<file path="src/rtl/msrv32_lsu_ctrl_if.sv">
// ----------------------------------------------------------------------------
// msrv32_lsu_ctrl_if
// Bundles the execute-stage request side and the data-memory bus side of the
// msrv32 load/store unit.
//   master : view used by the LSU itself (drives lsu_ready/lsu_done/lsu_err/
//            lsu_rdata and the mem_* request signals)
//   slave  : view used by the environment (execute stage + data memory)
// Signals:
//   lsu_valid_in, lsu_is_store_in, lsu_funct3_in[2:0], lsu_addr_in[31:0],
//   lsu_wdata_in[31:0]              request from execute stage
//   lsu_ready_out                   LSU can accept a request
//   mem_req_out, mem_we_out, mem_addr_out[31:0], mem_wmask_out[3:0],
//   mem_wdata_out[31:0]             bus request
//   mem_ack_in, mem_rdata_in[31:0]  bus completion / read data
//   lsu_done_out, lsu_err_out[1:0], lsu_rdata_out[31:0]  access result
// ----------------------------------------------------------------------------
interface msrv32_lsu_ctrl_if;
    logic        lsu_valid_in;
    logic        lsu_ready_out;
    logic        lsu_is_store_in;
    logic [2:0]  lsu_funct3_in;
    logic [31:0] lsu_addr_in;
    logic [31:0] lsu_wdata_in;
    logic        mem_req_out;
    logic        mem_we_out;
    logic [31:0] mem_addr_out;
    logic [3:0]  mem_wmask_out;
    logic [31:0] mem_wdata_out;
    logic        mem_ack_in;
    logic [31:0] mem_rdata_in;
    logic        lsu_done_out;
    logic [1:0]  lsu_err_out;
    logic [31:0] lsu_rdata_out;

    modport master (
        input  lsu_valid_in, lsu_is_store_in, lsu_funct3_in, lsu_addr_in, lsu_wdata_in,
               mem_ack_in, mem_rdata_in,
        output lsu_ready_out, mem_req_out, mem_we_out, mem_addr_out, mem_wmask_out,
               mem_wdata_out, lsu_done_out, lsu_err_out, lsu_rdata_out
    );

    modport slave (
        output lsu_valid_in, lsu_is_store_in, lsu_funct3_in, lsu_addr_in, lsu_wdata_in,
               mem_ack_in, mem_rdata_in,
        input  lsu_ready_out, mem_req_out, mem_we_out, mem_addr_out, mem_wmask_out,
               mem_wdata_out, lsu_done_out, lsu_err_out, lsu_rdata_out
    );
endinterface

</file>
<file path="src/rtl/msrv32_lsu_ctrl.sv">
// ----------------------------------------------------------------------------
// msrv32_lsu_ctrl
// Load/store unit for the msrv32 execute stage. Takes the ALU sum as the
// effective address, performs one data-memory access over a req/ack bus,
// lane-aligns store data/byte enables and sign/zero-extends load data.
// Reports misaligned (01), bus timeout (10) and illegal funct3 (11) errors.
// Ports:
//   ms_riscv32_mp_clk_in    clock, rising edge
//   ms_riscv32_mp_rst_n_in  synchronous active-low reset
//   bus                     msrv32_lsu_ctrl_if.master (request, memory bus,
//                           result signals)
// Parameter:
//   TIMEOUT_CYCLES          cycles req may stay high without ack (>=2)
// ----------------------------------------------------------------------------
module msrv32_lsu_ctrl #(
    parameter int TIMEOUT_CYCLES = 64
) (
    input  logic                     ms_riscv32_mp_clk_in,
    input  logic                     ms_riscv32_mp_rst_n_in,
    msrv32_lsu_ctrl_if.master        bus
);

    localparam int CNT_W = (TIMEOUT_CYCLES > 2) ? $clog2(TIMEOUT_CYCLES) : 1;
    localparam logic [CNT_W-1:0] CNT_LAST = CNT_W'(TIMEOUT_CYCLES - 1);

    typedef enum logic [1:0] {
        IDLE,
        ACCESS,
        RESP,
        ERR
    } state_t;

    state_t      state, state_n;
    logic [CNT_W-1:0] cnt, cnt_n;
    logic        store_q, store_n;
    logic [2:0]  funct3_q, funct3_n;
    logic [1:0]  addr_lo_q, addr_lo_n;
    logic        req_q, req_n;
    logic        we_q, we_n;
    logic [31:0] maddr_q, maddr_n;
    logic [3:0]  mask_q, mask_n;
    logic [31:0] mwdata_q, mwdata_n;
    logic        done_q, done_n;
    logic [1:0]  err_q, err_n;
    logic [31:0] rdata_q, rdata_n;

    logic        illegal;
    logic        misaligned;
    logic [3:0]  st_mask;
    logic [31:0] st_data;
    logic [7:0]  lane_byte;
    logic [15:0] lane_half;
    logic [31:0] load_ext;

    // Decode of the request currently presented on the input side; only used
    // at the accept edge.
    always_comb begin
        illegal    = 1'b0;
        misaligned = 1'b0;
        st_mask    = 4'b0000;
        st_data    = 32'h0;
        case (bus.lsu_funct3_in)
            3'b011, 3'b110, 3'b111: illegal = 1'b1;
            3'b100, 3'b101:         illegal = bus.lsu_is_store_in;
            default:                illegal = 1'b0;
        endcase
        if (bus.lsu_funct3_in[1:0] == 2'b01)
            misaligned = bus.lsu_addr_in[0];
        else if (bus.lsu_funct3_in[1:0] == 2'b10)
            misaligned = (bus.lsu_addr_in[1:0] != 2'b00);
        if (bus.lsu_is_store_in) begin
            case (bus.lsu_funct3_in[1:0])
                2'b00: begin
                    st_mask = 4'b0001 << bus.lsu_addr_in[1:0];
                    st_data = {4{bus.lsu_wdata_in[7:0]}};
                end
                2'b01: begin
                    st_mask = 4'b0011 << bus.lsu_addr_in[1:0];
                    st_data = {2{bus.lsu_wdata_in[15:0]}};
                end
                default: begin
                    st_mask = 4'b1111;
                    st_data = bus.lsu_wdata_in;
                end
            endcase
        end
    end

    // Lane selection and extension of the returned read word, using the
    // access width and low address bits captured at accept time.
    always_comb begin
        lane_byte = 8'h00;
        case (addr_lo_q)
            2'b00: lane_byte = bus.mem_rdata_in[7:0];
            2'b01: lane_byte = bus.mem_rdata_in[15:8];
            2'b10: lane_byte = bus.mem_rdata_in[23:16];
            2'b11: lane_byte = bus.mem_rdata_in[31:24];
            default: lane_byte = 8'h00;
        endcase
        lane_half = addr_lo_q[1] ? bus.mem_rdata_in[31:16] : bus.mem_rdata_in[15:0];
        case (funct3_q)
            3'b000:  load_ext = {{24{lane_byte[7]}}, lane_byte};
            3'b001:  load_ext = {{16{lane_half[15]}}, lane_half};
            3'b100:  load_ext = {24'h0, lane_byte};
            3'b101:  load_ext = {16'h0, lane_half};
            default: load_ext = bus.mem_rdata_in;
        endcase
    end

    // Next-state logic. Every output is registered, so this block computes
    // the next value of each output register alongside the state.
    always_comb begin
        state_n   = state;
        cnt_n     = cnt;
        store_n   = store_q;
        funct3_n  = funct3_q;
        addr_lo_n = addr_lo_q;
        req_n     = req_q;
        we_n      = we_q;
        maddr_n   = maddr_q;
        mask_n    = mask_q;
        mwdata_n  = mwdata_q;
        done_n    = 1'b0;
        err_n     = err_q;
        rdata_n   = rdata_q;
        unique case (state)
            IDLE: begin
                if (bus.lsu_valid_in) begin
                    store_n   = bus.lsu_is_store_in;
                    funct3_n  = bus.lsu_funct3_in;
                    addr_lo_n = bus.lsu_addr_in[1:0];
                    if (illegal) begin
                        state_n = ERR;
                        done_n  = 1'b1;
                        err_n   = 2'b11;
                    end else if (misaligned) begin
                        state_n = ERR;
                        done_n  = 1'b1;
                        err_n   = 2'b01;
                    end else begin
                        state_n  = ACCESS;
                        cnt_n    = '0;
                        req_n    = 1'b1;
                        we_n     = bus.lsu_is_store_in;
                        maddr_n  = {bus.lsu_addr_in[31:2], 2'b00};
                        mask_n   = st_mask;
                        mwdata_n = st_data;
                    end
                end
            end
            ACCESS: begin
                // An ack in the last allowed cycle still completes normally.
                if (bus.mem_ack_in) begin
                    state_n = RESP;
                    req_n   = 1'b0;
                    done_n  = 1'b1;
                    err_n   = 2'b00;
                    rdata_n = store_q ? 32'h0 : load_ext;
                end else if (cnt == CNT_LAST) begin
                    state_n = RESP;
                    req_n   = 1'b0;
                    done_n  = 1'b1;
                    err_n   = 2'b10;
                    rdata_n = 32'h0;
                end else begin
                    cnt_n = cnt + 1'b1;
                end
            end
            RESP:    state_n = IDLE;
            ERR:     state_n = IDLE;
            default: state_n = IDLE;
        endcase
    end

    // State and output registers; reset abandons any access in flight.
    always_ff @(posedge ms_riscv32_mp_clk_in) begin
        if (!ms_riscv32_mp_rst_n_in) begin
            state     <= IDLE;
            cnt       <= '0;
            store_q   <= 1'b0;
            funct3_q  <= 3'b000;
            addr_lo_q <= 2'b00;
            req_q     <= 1'b0;
            we_q      <= 1'b0;
            maddr_q   <= 32'h0;
            mask_q    <= 4'b0000;
            mwdata_q  <= 32'h0;
            done_q    <= 1'b0;
            err_q     <= 2'b00;
            rdata_q   <= 32'h0;
        end else begin
            state     <= state_n;
            cnt       <= cnt_n;
            store_q   <= store_n;
            funct3_q  <= funct3_n;
            addr_lo_q <= addr_lo_n;
            req_q     <= req_n;
            we_q      <= we_n;
            maddr_q   <= maddr_n;
            mask_q    <= mask_n;
            mwdata_q  <= mwdata_n;
            done_q    <= done_n;
            err_q     <= err_n;
            rdata_q   <= rdata_n;
        end
    end

    assign bus.lsu_ready_out = (state == IDLE);
    assign bus.mem_req_out   = req_q;
    assign bus.mem_we_out    = we_q;
    assign bus.mem_addr_out  = maddr_q;
    assign bus.mem_wmask_out = mask_q;
    assign bus.mem_wdata_out = mwdata_q;
    assign bus.lsu_done_out  = done_q;
    assign bus.lsu_err_out   = err_q;
    assign bus.lsu_rdata_out = rdata_q;

endmodule
</file>
<file path="src/flat_wrapper.sv">
// flat-port wrapper written by rule: the top's interface ports become plain ports
module msrv32_lsu_ctrl_flat 
#(
    parameter int TIMEOUT_CYCLES = 64
)
  (ms_riscv32_mp_clk_in, ms_riscv32_mp_rst_n_in, bus_lsu_valid_in, bus_lsu_is_store_in, bus_lsu_funct3_in, bus_lsu_addr_in, bus_lsu_wdata_in, bus_mem_ack_in, bus_mem_rdata_in, bus_lsu_ready_out, bus_mem_req_out, bus_mem_we_out, bus_mem_addr_out, bus_mem_wmask_out, bus_mem_wdata_out, bus_lsu_done_out, bus_lsu_err_out, bus_lsu_rdata_out);
  msrv32_lsu_ctrl_if bus_i ();
  input  logic ms_riscv32_mp_clk_in;
  input  logic ms_riscv32_mp_rst_n_in;
  input wire logic [$bits(bus_i.lsu_valid_in)-1:0] bus_lsu_valid_in;
  input wire logic [$bits(bus_i.lsu_is_store_in)-1:0] bus_lsu_is_store_in;
  input wire logic [$bits(bus_i.lsu_funct3_in)-1:0] bus_lsu_funct3_in;
  input wire logic [$bits(bus_i.lsu_addr_in)-1:0] bus_lsu_addr_in;
  input wire logic [$bits(bus_i.lsu_wdata_in)-1:0] bus_lsu_wdata_in;
  input wire logic [$bits(bus_i.mem_ack_in)-1:0] bus_mem_ack_in;
  input wire logic [$bits(bus_i.mem_rdata_in)-1:0] bus_mem_rdata_in;
  output wire logic [$bits(bus_i.lsu_ready_out)-1:0] bus_lsu_ready_out;
  output wire logic [$bits(bus_i.mem_req_out)-1:0] bus_mem_req_out;
  output wire logic [$bits(bus_i.mem_we_out)-1:0] bus_mem_we_out;
  output wire logic [$bits(bus_i.mem_addr_out)-1:0] bus_mem_addr_out;
  output wire logic [$bits(bus_i.mem_wmask_out)-1:0] bus_mem_wmask_out;
  output wire logic [$bits(bus_i.mem_wdata_out)-1:0] bus_mem_wdata_out;
  output wire logic [$bits(bus_i.lsu_done_out)-1:0] bus_lsu_done_out;
  output wire logic [$bits(bus_i.lsu_err_out)-1:0] bus_lsu_err_out;
  output wire logic [$bits(bus_i.lsu_rdata_out)-1:0] bus_lsu_rdata_out;
  assign bus_i.lsu_valid_in = bus_lsu_valid_in;
  assign bus_i.lsu_is_store_in = bus_lsu_is_store_in;
  assign bus_i.lsu_funct3_in = bus_lsu_funct3_in;
  assign bus_i.lsu_addr_in = bus_lsu_addr_in;
  assign bus_i.lsu_wdata_in = bus_lsu_wdata_in;
  assign bus_i.mem_ack_in = bus_mem_ack_in;
  assign bus_i.mem_rdata_in = bus_mem_rdata_in;
  assign bus_lsu_ready_out = bus_i.lsu_ready_out;
  assign bus_mem_req_out = bus_i.mem_req_out;
  assign bus_mem_we_out = bus_i.mem_we_out;
  assign bus_mem_addr_out = bus_i.mem_addr_out;
  assign bus_mem_wmask_out = bus_i.mem_wmask_out;
  assign bus_mem_wdata_out = bus_i.mem_wdata_out;
  assign bus_lsu_done_out = bus_i.lsu_done_out;
  assign bus_lsu_err_out = bus_i.lsu_err_out;
  assign bus_lsu_rdata_out = bus_i.lsu_rdata_out;
  msrv32_lsu_ctrl #(.TIMEOUT_CYCLES(TIMEOUT_CYCLES)) u_core (.ms_riscv32_mp_clk_in(ms_riscv32_mp_clk_in), .ms_riscv32_mp_rst_n_in(ms_riscv32_mp_rst_n_in), .bus(bus_i));
endmodule
</file>
<file path="config.mk">
export PLATFORM = sky130hd
export DESIGN_NAME = msrv32_lsu_ctrl_flat
export DESIGN_NICKNAME = d
export VERILOG_FILES = /design/src/rtl/msrv32_lsu_ctrl_if.sv /design/src/rtl/msrv32_lsu_ctrl.sv /design/src/flat_wrapper.sv
export SDC_FILE = /design/constraint.sdc
export NUM_CORES = 1
export LEC_CHECK = 0
export BUFFER_PORTS_ARGS = -buffer_cell sky130_fd_sc_hd__buf_2
export CAP_MARGIN = 20
export CORE_MARGIN = 2
export CORE_UTILIZATION = 51
export DETAILED_ROUTE_END_ITERATION = 10
export PLACE_DENSITY = 0.86
export REMOVE_ABC_BUFFERS = 1
export SYNTH_ARGS = -nofsm -noshare
export SYNTH_HDL_FRONTEND = slang
export SYNTH_SLANG_ARGS = --single-unit
</file>
<file path="constraint.sdc">
create_clock -name ms_riscv32_mp_clk_in -period 5.1 [get_ports ms_riscv32_mp_clk_in]
set_input_delay 0.765 -clock ms_riscv32_mp_clk_in [delete_from_list [all_inputs] [get_ports ms_riscv32_mp_clk_in]]
set_output_delay 0.765 -clock ms_riscv32_mp_clk_in [all_outputs]
set_load 0.05 [all_outputs]
</file>
---- Word level (Yosys, flattened, before mapping) ----
Index checks and enable logic that the tools add are counted.
operators by class
  add/sub/neg operators ................... 1
  reductions and logical operators ........ 17
  eq/ne operators ......................... 24
  mux-type cells .......................... 42
  shifts and indexed selects .............. 2
  bitwise operators ....................... 2
operator list
  operator               count
  $mux W32               4
  $pmux W32 S4           1
  $pmux W32 S2           1
  $pmux W8 S4            1
  $mux W6                5
  $eq A3 B3 Y1 const B   6
  $mux W2                9
  $mux W16               1
  $mux W1                12
  $pmux W6 S2            1
  $eq A2 B2 Y1 const B   5
  $ne A2 B2 Y1 const B   5
  $pmux W4 S2            1
  $reduce_and A4 Y1      2
  $add A6 B1 Y6 const B  1
  $eq A2 B1 Y1 const B   3
  $eq A6 B6 Y1 const B   1
  $logic_not A2 Y1       3
  $pmux W1 S2            3
  $pmux W2 S3            1
  $reduce_and A2 Y1      3
  $reduce_and A6 Y1      1
  $reduce_bool A2 Y1     3
  $reduce_and A5 Y1      1
  12 further kinds       14
word-level totals
  word-level logic and storage cells ...... 101
  bits in registers ....................... 117

---- Longest topological paths before layout ----
  depth after elaboration ................. 7
  mapped depth ............................ 8
  depth with buffers taken out ............ 5

---- Worst setup path before layout ----
No wires, ideal clock.
  path kind ............................... input to register
  start point ............................. input port ms_riscv32_mp_rst_n_in
  end point ............................... register u_core.rdata_q[16], in the netlist u_core.bus.lsu_rdata_out[16]
  required time ........................... 5.039 ns
  slack ................................... 2.743 ns
  buffers on the path ..................... 4
  arrival time ............................ 2.296 ns
  stages .................................. 8
  path through ............................ clkbuf_2 nand2_1 or3b_1 buf_2 or4_1 buf_2 buf_6 nand2_1
RTL lines
  what                  line                    source
  start, declared       flat_wrapper.sv:9       input logic ms_riscv32_mp_rst_n_in;
  end signal, assigned  msrv32_lsu_ctrl.sv:204  rdata_q <= rdata_n;
  end, declared         msrv32_lsu_ctrl.sv:45   logic [31:0] rdata_q, rdata_n;

---- Worst setup path after layout ----
  start point ............................. input port bus_lsu_funct3_in[0]
  end point ............................... register u_core.mwdata_q[30], in the netlist u_core.bus.mem_wdata_out[30]
between the ends
  cells in the longest elaborated chain, start to end .. 5
ends and longest elaborated chain
  what                                            line                                          source
  start, declared                                 flat_wrapper.sv:12                            input wire logic [$bits(bus_i.lsu_funct3_in)-1:0] bus_lsu_funct3_in;
  $eq A3 B2 Y1, or another cell as far along      msrv32_lsu_ctrl.sv:62                         case (bus.lsu_funct3_in)
  $reduce_or A3 Y1, or another cell as far along  msrv32_lsu_ctrl.sv:62
  $pmux W1 S2 / $mux W1 (equally long branches)   msrv32_lsu_ctrl.sv:62, msrv32_lsu_ctrl.sv:67
  $not A1 Y1 (no line)                            --
  $reduce_and A4 Y1 (no line)                     --
  end signal, assigned                            msrv32_lsu_ctrl.sv:201                        mwdata_q <= mwdata_n;
  end, declared                                   msrv32_lsu_ctrl.sv:42                         logic [31:0] mwdata_q, mwdata_n;
Several ways; a longest one is shown, not always the timed one.
A chain may end at the register's enable or synchronous reset.

==> results.ini <==
[status]
outcome=complete, no violations

[clock_network]
numCtsBuffers=17
hold_buffers=0
cts_max_level=4
cts_setup_buffers=0
path_clk_slew_ns=0.06
cts_resized=0
clk_latency_ns=0.51
cts_tree=built
cts.path.max_buffers=2
cts-root-buf=clkbuf_8
clock-sinks=117

[pwr]
finalPower_w=0.00245
vdd.ir_drop.worst_uv=262
power_leakage_nw=3.09
power_density_mw_per_mm2=386

[timing]
skew_ns=0.0131
rsz0062_at_grt=false
relSlewSlack_pct=22.3
slew_viol_final=0
fin_tns_setup_ns=0
finalCritPeriodShare_pct=56.1
min_period_ns=2.86
finalHoldViolCount=0
max_clock_freq_mhz=350
setup_viol_count_final=0
setup_ws_ns=2.24
worst_slew_pin_slew_ns=1.16

[finish]
ff_latch_area_mm2=0.00234
drive_above_1_share_pct=35.8
fill_cells=658
finalNonFillerCells=809
multiInputGateArea_mm2=0.00217
area_growth_pct=35.3
n_antenna_cell=0
fin_nets=793

[yosys]
synthTopCellsByArea=dfxtp_1 (50%), a22o_1 (8.8%), mux2i_1 (7.3%)
syn_inst=494
ys_warn_count=0
synth-compound-area-share_pct=24.8
synth.distinct_cells=54
post-synth-top-count-cell=dfxtp_1
synthMuxAreaShare_pct=7.99
synth_top_area_cell=dfxtp_1
yosysSeqAreaShare_pct=50.0
synth-xor-area-share_pct=0.187
synth-seq-cells=117
syn_area_mm2=0.00468
synth_top_family_by_area=compound AO/OA/AOI/OAI gates
synthFlopType=dfxtp_1
post_synth.cell_area_avg_um2=9.48
synth_adder_area_share_pct=0.267
synthTopCellsByCount=dfxtp_1 (117), nand2_1 (73), a22o_1 (47)
synth_simple_gate_area_share_pct=12.3
synthArstFlopShare_pct=0
synth_edf_count=0
yosysTopAreaCellShare_pct=50.0

[worst_setup_path]
crit_fanout=33
worst_setup_path_start_kind=input port
crit_type=in2reg
critical_path_arrival_ns=3.27
reg2reg_slack_ns=2.60
cp.required_ns=5.51
cp-end-kind=flop
crit_chain=buf_2 > nor4_1 > o211a_1 > buf_4 > nand2_1 > o21ai_0
slowest_stage=nor4_1
max_stage_delay_ns=0.74

[detailed_routing]
vias_per_cell=5.65
ant_nets=0
dr.pass1.iters=5
drt-initial-drc-count=200
vias=4567
wl_per_cell_um=16.7
drc_errors=0
drt_wl_total_mm=13.5

[min_path]
hold_class=reg2reg

[placement]
dpl_worst_slack_ns=1.82
dp.final_hpwl_mm=9.78
portBuffers=207
dp_cells=777
gp_congestion=0.851

[die]
die_y_um=99.8
die_x_um=99.8
core-area_mm2=0.00881
die_area_mm2=0.00996
ios=210
initial_utilization_pct=53.2
row_count=34

[global_routing]
grt_overflow=0
grt_max_degree=45
grt_pass1_wl_mm=21.2
grt_usage_pct=26.9
antenna_found_initial=0
grt_pass1_vias=4403

[flow_run]
max_cap_viol_count=0

stage by stage:
step / area [um^2] / hold slack, ns / util (%)
6_report: 6330 / 0.449 / 71.9
3_3_place_gp: 5770 / 0.430 / 65.5
2_1_floorplan: 4530 / 0.441 / -
4_1_cts: 6330 / 0.440 / 71.9
3_5_place_dp: 5770 / 0.434 / 65.5
5_1_grt: 6330 / 0.440 / 71.9
worst paths after layout:
path	startpoint	end	depth (start not counted)
worst max-delay path	bus_lsu_funct3_in[0]	u_core.bus.mem_wdata_out[30]$_SDFFE_PN0P_	6
worst min-delay path	u_core.bus.mem_wdata_out[24]$_SDFFE_PN0P_	u_core.bus.mem_wdata_out[24]$_SDFFE_PN0P_	2
worst max register to register	u_core.state[1]$_SDFFE_PN0P_	u_core.bus.mem_wdata_out[30]$_SDFFE_PN0P_	5
worst min register to register	u_core.bus.mem_wdata_out[24]$_SDFFE_PN0P_	u_core.bus.mem_wdata_out[24]$_SDFFE_PN0P_	2
where the power goes:
part / internal (W) / switching [W] / total [W]
Clock: 0.000678 / 0.000431 / 0.00111
Sequential: 0.000952 / 0.0000284 / 0.000981
Combinational: 0.000112 / 0.000244 / 0.000356
Total: 0.00174 / 0.000704 / 0.00245
final cells by class:
cell class,count,share of cell area [%]
multi-input cells,329,34.2
clock inverters,12,1.88
inverters,12,0.711
repair buffers,211,17.0
well taps,108,2.13
clock buffers,20,7.03
flip-flops and latches,117,37.0
cells in the final DEF (no fill, tap or decap), types with 4 or more instances in the layout:
cell type,count
clkbuf_16,16
a2bb2oi_1,7
a21oi_1,22
inv_1,10
nand2_1,73
nand2b_1,4
inv_6,4
a22oi_1,17
a221o_1,8
buf_2,207
and2_1,4
dfxtp_1,117
a22o_1,47
o21ai_0,39
o22ai_1,9
mux2i_1,34
nor2_1,17
nor3_1,10
routing by layer:
layer	share of wire [%]	vias up	GRT usage, %
met5	0	-	0
met4	2.2	0	11.0
met3	7.3	31	7.73
met2	52	203	47.2
met1	39	2131	30.7
li1	-	2202	-
registers in the layout (all words and copies together) (netlist names):
signal,flops
u_core.addr_lo_q,2
u_core.bus.lsu_done_out,1
u_core.bus.lsu_err_out,2
u_core.bus.lsu_rdata_out,32
u_core.bus.mem_addr_out,30
u_core.bus.mem_req_out,1
u_core.bus.mem_wdata_out,32
u_core.bus.mem_we_out,1
u_core.bus.mem_wmask_out,4
u_core.cnt,6
u_core.funct3_q,3
u_core.state,2
u_core.store_q,1
logic make-up after synthesis:
kind of cell	after synthesis
flops	117
fa+ha+maj	1
xor+xnor	1
mux	36
simple gates	126
buf+inv	49
other cells	1
compound gates	163
worst max-delay path, delay by kind of cell:
kind                   cells  cell delay [ns]
AO/OA/AOI/OAI              2             0.65
buffers and inverters      2             0.54
AND/OR/NAND/NOR            2             1.29
Power figures use the tool's default switching activity.
